--- config.mk ---
export PLATFORM = sky130hd
export DESIGN_NAME = scalar_result_buffer
export DESIGN_NICKNAME = d
export VERILOG_FILES = /design/src/rtl/scalar_result_buffer_pkg.sv /design/src/rtl/scalar_result_buffer_branch_cond.sv /design/src/rtl/scalar_result_buffer.sv
export SDC_FILE = /design/constraint.sdc
export NUM_CORES = 1
export LEC_CHECK = 0
export BUFFER_PORTS_ARGS = -buffer_cell sky130_fd_sc_hd__buf_2
export CAP_MARGIN = 10
export CORE_ASPECT_RATIO = 1.25
export CORE_MARGIN = 2
export CORE_UTILIZATION = 53
export DETAILED_ROUTE_END_ITERATION = 10
export PLACE_DENSITY = 0.8
export SYNTH_ARGS = -nofsm -noshare
export SYNTH_HDL_FRONTEND = slang
export SYNTH_SLANG_ARGS = --single-unit
--- constraint.sdc ---
create_clock -name clk -period 11.4 [get_ports clk]
set_input_delay 0.57 -clock clk [delete_from_list [all_inputs] [get_ports clk]]
set_output_delay 0.57 -clock clk [all_outputs]
set_load 0.02 [all_outputs]
--- src/rtl/scalar_result_buffer_pkg.sv ---
// Shared codes for the scalar result buffer: ALU sign codes, branch condition
// codes and the occupancy state encoding.
package scalar_result_buffer_pkg;

  localparam logic [1:0] SIGN_POS  = 2'b00;
  localparam logic [1:0] SIGN_ZERO = 2'b01;
  localparam logic [1:0] SIGN_NEG  = 2'b10;

  localparam logic [2:0] BR_BEQ = 3'b000;
  localparam logic [2:0] BR_BNE = 3'b001;
  localparam logic [2:0] BR_BLT = 3'b100;
  localparam logic [2:0] BR_BGE = 3'b101;

  typedef enum logic [1:0] {
    ST_EMPTY = 2'd0,
    ST_ONE   = 2'd1,
    ST_FULL  = 2'd2
  } buf_state_e;

endpackage

--- src/rtl/scalar_result_buffer_branch_cond.sv ---
// Combinational branch resolution from the ALU sign code and the branch
// condition code; unknown condition codes are never taken.
module scalar_branch_cond
  import scalar_result_buffer_pkg::*;
(
  input  logic       is_branch,
  input  logic [2:0] branch_cond,
  input  logic [1:0] sign_bits,
  output logic       taken
);

  logic cond_met;

  always_comb begin
    cond_met = 1'b0;
    case (branch_cond)
      BR_BEQ:  cond_met = (sign_bits == SIGN_ZERO);
      BR_BNE:  cond_met = (sign_bits != SIGN_ZERO);
      BR_BLT:  cond_met = (sign_bits == SIGN_NEG);
      BR_BGE:  cond_met = (sign_bits != SIGN_NEG);
      default: cond_met = 1'b0;
    endcase
  end

  assign taken = is_branch && cond_met;

endmodule

--- src/rtl/scalar_result_buffer.sv ---
// Two-entry result buffer between the scalar ALU and writeback; branches are
// resolved on entry. Define SCALAR_BUF_STAT_EN to add taken/stall counters.
module scalar_result_buffer
  import scalar_result_buffer_pkg::*;
#(
  parameter int SCALAR_REG_LEN = 64,
  parameter int DATA_LEN       = 32,
  parameter int REG_INDEX_LEN  = 5
) (
  input  logic                      clk,
  input  logic                      rst_n,
  input  logic                      flush,
  input  logic                      in_valid,
  output logic                      in_ready,
  input  logic [SCALAR_REG_LEN-1:0] alu_result,
  input  logic [1:0]                sign_bits,
  input  logic                      is_branch,
  input  logic [2:0]                branch_cond,
  input  logic [DATA_LEN-1:0]       branch_target,
  input  logic [REG_INDEX_LEN-1:0]  rd_index,
  input  logic                      reg_write,
  output logic                      out_valid,
  input  logic                      out_ready,
  output logic [SCALAR_REG_LEN-1:0] wb_result,
  output logic [REG_INDEX_LEN-1:0]  wb_rd,
  output logic                      wb_reg_write,
  output logic                      branch_taken,
  output logic [DATA_LEN-1:0]       redirect_pc
`ifdef SCALAR_BUF_STAT_EN
  ,
  output logic [31:0]               stat_taken_cnt,
  output logic [31:0]               stat_stall_cnt
`endif
);

  typedef struct packed {
    logic [SCALAR_REG_LEN-1:0] res;
    logic [REG_INDEX_LEN-1:0]  rd;
    logic                      we;
    logic                      tk;
    logic [DATA_LEN-1:0]       pc;
  } entry_t;

  buf_state_e state_q, state_d;
  entry_t     slot_q [2];
  entry_t     new_entry;
  logic       new_taken;
  logic       push, pop;

  scalar_branch_cond u_branch_cond (
    .is_branch   (is_branch),
    .branch_cond (branch_cond),
    .sign_bits   (sign_bits),
    .taken       (new_taken)
  );

  // in_ready/out_valid depend only on registered state
  assign in_ready  = (state_q != ST_FULL);
  assign out_valid = (state_q != ST_EMPTY);
  assign push      = in_valid && in_ready;
  assign pop       = out_valid && out_ready;

  always_comb begin
    new_entry.res = alu_result;
    new_entry.rd  = rd_index;
    new_entry.we  = reg_write && !is_branch;
    new_entry.tk  = new_taken;
    new_entry.pc  = new_taken ? branch_target : '0;
  end

  always_ff @(posedge clk or negedge rst_n) begin
    if (!rst_n) state_q <= ST_EMPTY;
    else        state_q <= state_d;
  end

  always_comb begin
    state_d = state_q;
    if (flush) begin
      state_d = ST_EMPTY;
    end else begin
      case (state_q)
        ST_EMPTY: if (push) state_d = ST_ONE;
        ST_ONE: begin
          if (push && !pop)      state_d = ST_FULL;
          else if (pop && !push) state_d = ST_EMPTY;
        end
        ST_FULL:  if (pop) state_d = ST_ONE;
        default:  state_d = ST_EMPTY;
      endcase
    end
  end

  // slot 0 is always the head; payload is qualified by state, so no reset
  always_ff @(posedge clk) begin
    case (state_q)
      ST_EMPTY: if (push) slot_q[0] <= new_entry;
      ST_ONE: begin
        if (push && pop) slot_q[0] <= new_entry;
        else if (push)   slot_q[1] <= new_entry;
      end
      ST_FULL:  if (pop) slot_q[0] <= slot_q[1];
      default: ;
    endcase
  end

  assign wb_result    = out_valid ? slot_q[0].res : '0;
  assign wb_rd        = out_valid ? slot_q[0].rd  : '0;
  assign wb_reg_write = out_valid && slot_q[0].we;
  assign branch_taken = out_valid && slot_q[0].tk;
  assign redirect_pc  = out_valid ? slot_q[0].pc  : '0;

`ifdef SCALAR_BUF_STAT_EN
  // a pop cancelled by flush does not count as a retired taken branch
  always_ff @(posedge clk or negedge rst_n) begin
    if (!rst_n) begin
      stat_taken_cnt <= '0;
      stat_stall_cnt <= '0;
    end else begin
      if (pop && !flush && slot_q[0].tk) stat_taken_cnt <= stat_taken_cnt + 32'd1;
      if (in_valid && !in_ready)         stat_stall_cnt <= stat_stall_cnt + 32'd1;
    end
  end
`endif

endmodule
## Word-level counts from Yosys, hierarchy flattened

Memory sizes are Yosys's and may differ from the RTL's.
Cells that the tools add are included.
Widths: inputs -> output; s select.

- Eq/ne operators: 13
- Mux-type cells: 28
- Bitwise logic cells: 2
- Reduce and logical (&&, ||, !) cells: 17

Operator list:

| cell | count |
|---|---|
| $mux 103 | 3 |
| $reduce_or 103->1 | 1 |
| $mux 32 | 2 |
| $mux 64 | 1 |
| $mux 1 | 14 |
| $mux 2 | 5 |
| $logic_and 1x1->1 | 9 |
| $eq 3x3->1 const B | 2 |
| $ne 3x3->1 const B | 2 |
| $pmux 2 s3 | 1 |
| $mux 5 | 1 |
| $eq 2x1->1 const B | 2 |
| $eq 2x2->1 const B | 2 |
| $ne 2x2->1 const B | 2 |
| $ne 4x4->1 const B | 1 |
| $pmux 1 s4 | 1 |
| $eq 3x1->1 const B | 1 |
| $logic_not 1->1 | 3 |
| $logic_not 3->1 | 1 |
| $reduce_and 3->1 | 1 |
| $logic_not 2->1 | 1 |
| $ne 2x1->1 const B | 1 |
| $or 1x1->1 | 2 |
| $reduce_bool 2->1 | 1 |

- Register bits: 2
- Memory bits (writable): 206
- Input port bits: 113
- Output and inout port bits: 105
- Word-level logic and storage cells: 62
- Memories kept: 1

Memories:

| memory | depth | width | rd ports | clocked after Yosys merged registers in | write ports | RTL line | RTL |
|---|---|---|---|---|---|---|---|
| slot_q | 2 | 103 | 2 | 0 | 1 | scalar_result_buffer.sv:45 | `entry_t slot_q [2];` |

## Longest topological paths before layout

- Depth in word-level cells: 9
- Gate-level depth with buffers: 7
- Depth with buffers taken out: 4

## Cells and area by module

Synthesis repeated with hierarchy kept, for this count alone.

- Cells, all modules: 490
- Area total of the unflattened synthesis: 8,774.7 µm²

By module, submodules not included:

| module | instances | cells an instance | area each (µm²) | seq. area each (µm²) |
|---|---|---|---|---|
| scalar_result_buffer | 1 | 485 | 8,735.9 | 6,236.0 |
| scalar_branch_cond | 1 | 5 | 38.8 | 0.0 |

## Worst setup path before layout

OpenSTA, ideal clock, no wires.

- Path type: input port to flip-flop
- Start point: input port in_valid
- End point: memory slot_q[0][0] (netlist bit), enable pin
- Library setup time: 0.707 ns
- Data arrival time: 8.039 ns
- Required time: 10.693 ns
- Slack: 2.654 ns
- Stages: 3
- Buffers on the path: 0
- Path through: nor2b_1 a21oi_1 o21ai_0

- Longest elaborated chain between the ends: 8
- Elaborated cells on any way between the ends: 16
- Classes of those cells: 11 x mux; 2 x bitwise; 3 x reduce/logical

RTL lines:

| what | RTL line | RTL |
|---|---|---|
| start, declared | scalar_result_buffer.sv:13 | `input logic in_valid,` |
| $logic_and 1x1->1 * | scalar_result_buffer.sv:60 | `assign push = in_valid && in_ready;` |
| parallel branches: the longest is 7 deep, another holds $reduce_or 103->1 | - |  |
| end, declared | scalar_result_buffer.sv:45 |  |

Every way passes the cells marked *.

## Worst setup path in the final report

- Start point: register state_q[1]
- End point: output port redirect_pc[2]

- Longest elaborated chain between the ends: 2

RTL lines:

| what | RTL line | RTL |
|---|---|---|
| start, declared | scalar_result_buffer.sv:44 | `buf_state_e state_q, state_d;` |
| start signal, assigned | scalar_result_buffer.sv:73 | `else state_q <= state_d;` |
| $reduce_bool 2->1 | scalar_result_buffer.sv:59 | `assign out_valid = (state_q != ST_EMPTY);` |
| $mux 32 | scalar_result_buffer.sv:110 | `assign redirect_pc = out_valid ? slot_q[0].pc : '0;` |
| end, declared | scalar_result_buffer.sv:28 | `output logic [DATA_LEN-1:0] redirect_pc` |

Every way passes these cells.

==> results.toml <==
[floorplan]
die_w_um = 117.3
top_level_ports = 218
core_mm2 = 0.01563
die_h_um = 145.7
die-area_mm2 = 0.01709
initial_core_util_pct = 54.42
row_count = 51

[synth]
yosys_warnings = 0
syn_area_mm2 = 0.008508
synth_fp_nets = 762
synth_edf_count = 206
ys.flop_type = "edfxtp_1"
synth_top_cell_by_area = "edfxtp_1"
synth-seq-cells = 208
ys_types = 26
async_reset_ff_share_pct = 0.9615
seq_area_frac_synth_pct = 73.29
synth_area_leaders = "edfxtp_1 73%, nand2_1 9.2%, and2_1 7.7%"
yosys.area.top_type_share_pct = 72.71
synthCells = 649
syn_avg_cell_area_um2 = 13.11

[critical_path]
critPathArrivalTime_ns = 2.17
setup.worst_path.start_class = "flip-flop"
crit_type = "flip-flop to output pin"
r2r_slack_ns = 8.77
crit_path_end_kind = "output pin"
cp_max_fo = 104
critical_path_required_ns = 10.83

[detailed_routing]
vias_per_cell = 5.056
detail-route-antenna-nets = 0
wl_per_cell_um = 15.91
num_vias = 5491
drt_wl_total_mm = 17.28
drc = 0
drt-initial-drc-count = 386
dr.pass1.iters = 5

[hold_path]
hold_path.class = "input pin to flip-flop"

[cts]
clock_sinks = 208
clk_latency_ns = 0.48
htreeDepth = 1
cts_tree = "built"
cts_setup_buffers = 0
cts.clk_slew.worst_paths_ns = 0.06
cts-root-buf = "clkbuf_16"
numCtsBuffers = 20
clock_path_buffers = 3

[timing]
period_needed_ns = 2.745
hold_violations = 0
rsz0062_at_grt = "false"
fin_crit_sh_pct = 24.08
tns_ns = 0
timing.hold.ws_ns = 0.2489
drv_slew = 0
tightest_slew_ns = 1.252
setup_violations = 0
clock_skew_ns = 0.008964
relSlewSlack_pct = 16.47
max_freq_mhz = 364.3

[pwr]
cellPowerDensity_mw_per_mm2 = 165.3
ir_drop_mv = 0.1444
power.total_mw = 1.720
p_leak_nw = 4.553

[layout]
final_cells = 1086
layout-drive-gt1-share_pct = 29.51
fillers = 1151
multi_input_area_mm2 = 0.002097
seqCellArea_mm2 = 0.006236
areaGrowthSynthToFinish_pct = 22.29
nets = 970

[place]
dpl.cell_count = 1046
io_buffer_count = 217
routabilityCongestion = 0.7876
dp_hpwl_mm = 10.95

[global_route]
grt_max_degree = 105
grt_usage_pct = 19.64
antenna_found_initial = 5
gr-total-overflow = 0
grt_pass1_wl_mm = 27.16
grt_pass1_vias = 5364

[run_status]
status = "finished, final reports clean"

[job]
max_cap_viol_count = 0
[flip-flops by register name, summed over array words and instances, names as in the netlist]
signal	count
slot_q	206
state_q	2
[critical path, stage by stage, from the launching register on]
cell and delay, ns:
dfrtp_1 0.46, or2_2 0.15, buf_4 0.60, and2_1 0.27, buf_2 0.19
[per-layer routing]
| layer | part of all wire (%) | up-vias | global-route usage (%) | wire, µm |
|---|---|---|---|---|
| met4 | 1.9 | 6 | 5.422 | 325 |
| met5 | 0.24 | - | 0 | 41 |
| met1 | 39 | 2578 | 24.74 | 6771 |
| met3 | 8.4 | 32 | 5.329 | 1447 |
| met2 | 50 | 209 | 33.71 | 8695 |
| li1 | - | 2666 | - | - |
[Yosys cell counts, types with 2 or more instances]
library cell,instances
nor2_1,2
dfrtp_1,2
o21ai_0,2
edfxtp_1,206
a22o_1,32
buf_2,4
and2_1,105
nor2b_1,5
clkbuf_1,31
and3_1,32
buf_6,5
nand2_1,209
[cell families (layout without fill, tap and decap cells)]
logic type	Yosys count	count (layout)	synth area share, %
XOR/XNOR	1	1	0.1030
other	0	3	0
buffers and inverters	41	263	2.309
AND/OR/NAND/NOR	360	360	20.43
multiplexers	1	1	0.1323
AO/OA/AOI/OAI	38	38	3.735
flip-flops	208	208	73.29
[final timing paths]
check                              start        endpoint  cells past startpoint
hold / removal                     flush      state_q[0]                      2
setup / recovery              state_q[1]  redirect_pc[2]                      4
hold reg to reg            slot_q[1][66]   slot_q[0][66]                      2
max in group asynchronous          rst_n      state_q[1]                      2
setup reg to reg              state_q[1]   slot_q[0][18]                      5
min in group asynchronous          rst_n      state_q[0]                      2
[final cells by class]
type,count,area share [%]
diodes,3,0.07215
clock buffers,29,5.339
clock inverters,7,0.8057
inverters,1,0.03607
multi-input cells,400,20.15
flip-flops and latches,208,59.93
well taps,212,2.549
repair buffers,226,11.11
[power by group]
| part | internal [mW] | switching, mW | leakage [nW] | total, mW |
|---|---|---|---|---|
| registers | 0.895 | 0.00931 | 1.97 | 0.904 |
| logic | 0.0602 | 0.111 | 2.28 | 0.171 |
| clock network | 0.384 | 0.260 | 0.305 | 0.644 |
| total | 1.34 | 0.381 | 4.55 | 1.72 |
[what timing repair did]
action                    4_1_cts  5_1_grt
hold endpoints to repair        2        0
gates resized for setup         0        0
hold buffers                    1        0
[per-stage QoR]
stage                     util (%)  instance area [µm²]  setup slack (ns)
after floorplan                  -                 8508             2.654
after global placement       62.35                 9748             8.651
after detailed placement     62.35                 9748             8.563
after CTS                    66.51                10400             8.603
after global routing         66.54                10400             8.469
final                        66.55                10410             8.655
[cell usage in the layout, fill, tap and decap left out, types with 2 or more instances in the layout]
cell type and count:
edfxtp_1 206, buf_2 217, nor2b_1 5, and3_1 32, clkbuf_1 8, dfrtp_1 2
or2_2 2, buf_4 8, clkbuf_16 21, diode_2 3, nand2_1 209, and2_1 104
a22o_1 32, bufinv_16 2, clkinv_1 3
Note: power is estimated with default switching activity, not from simulation.
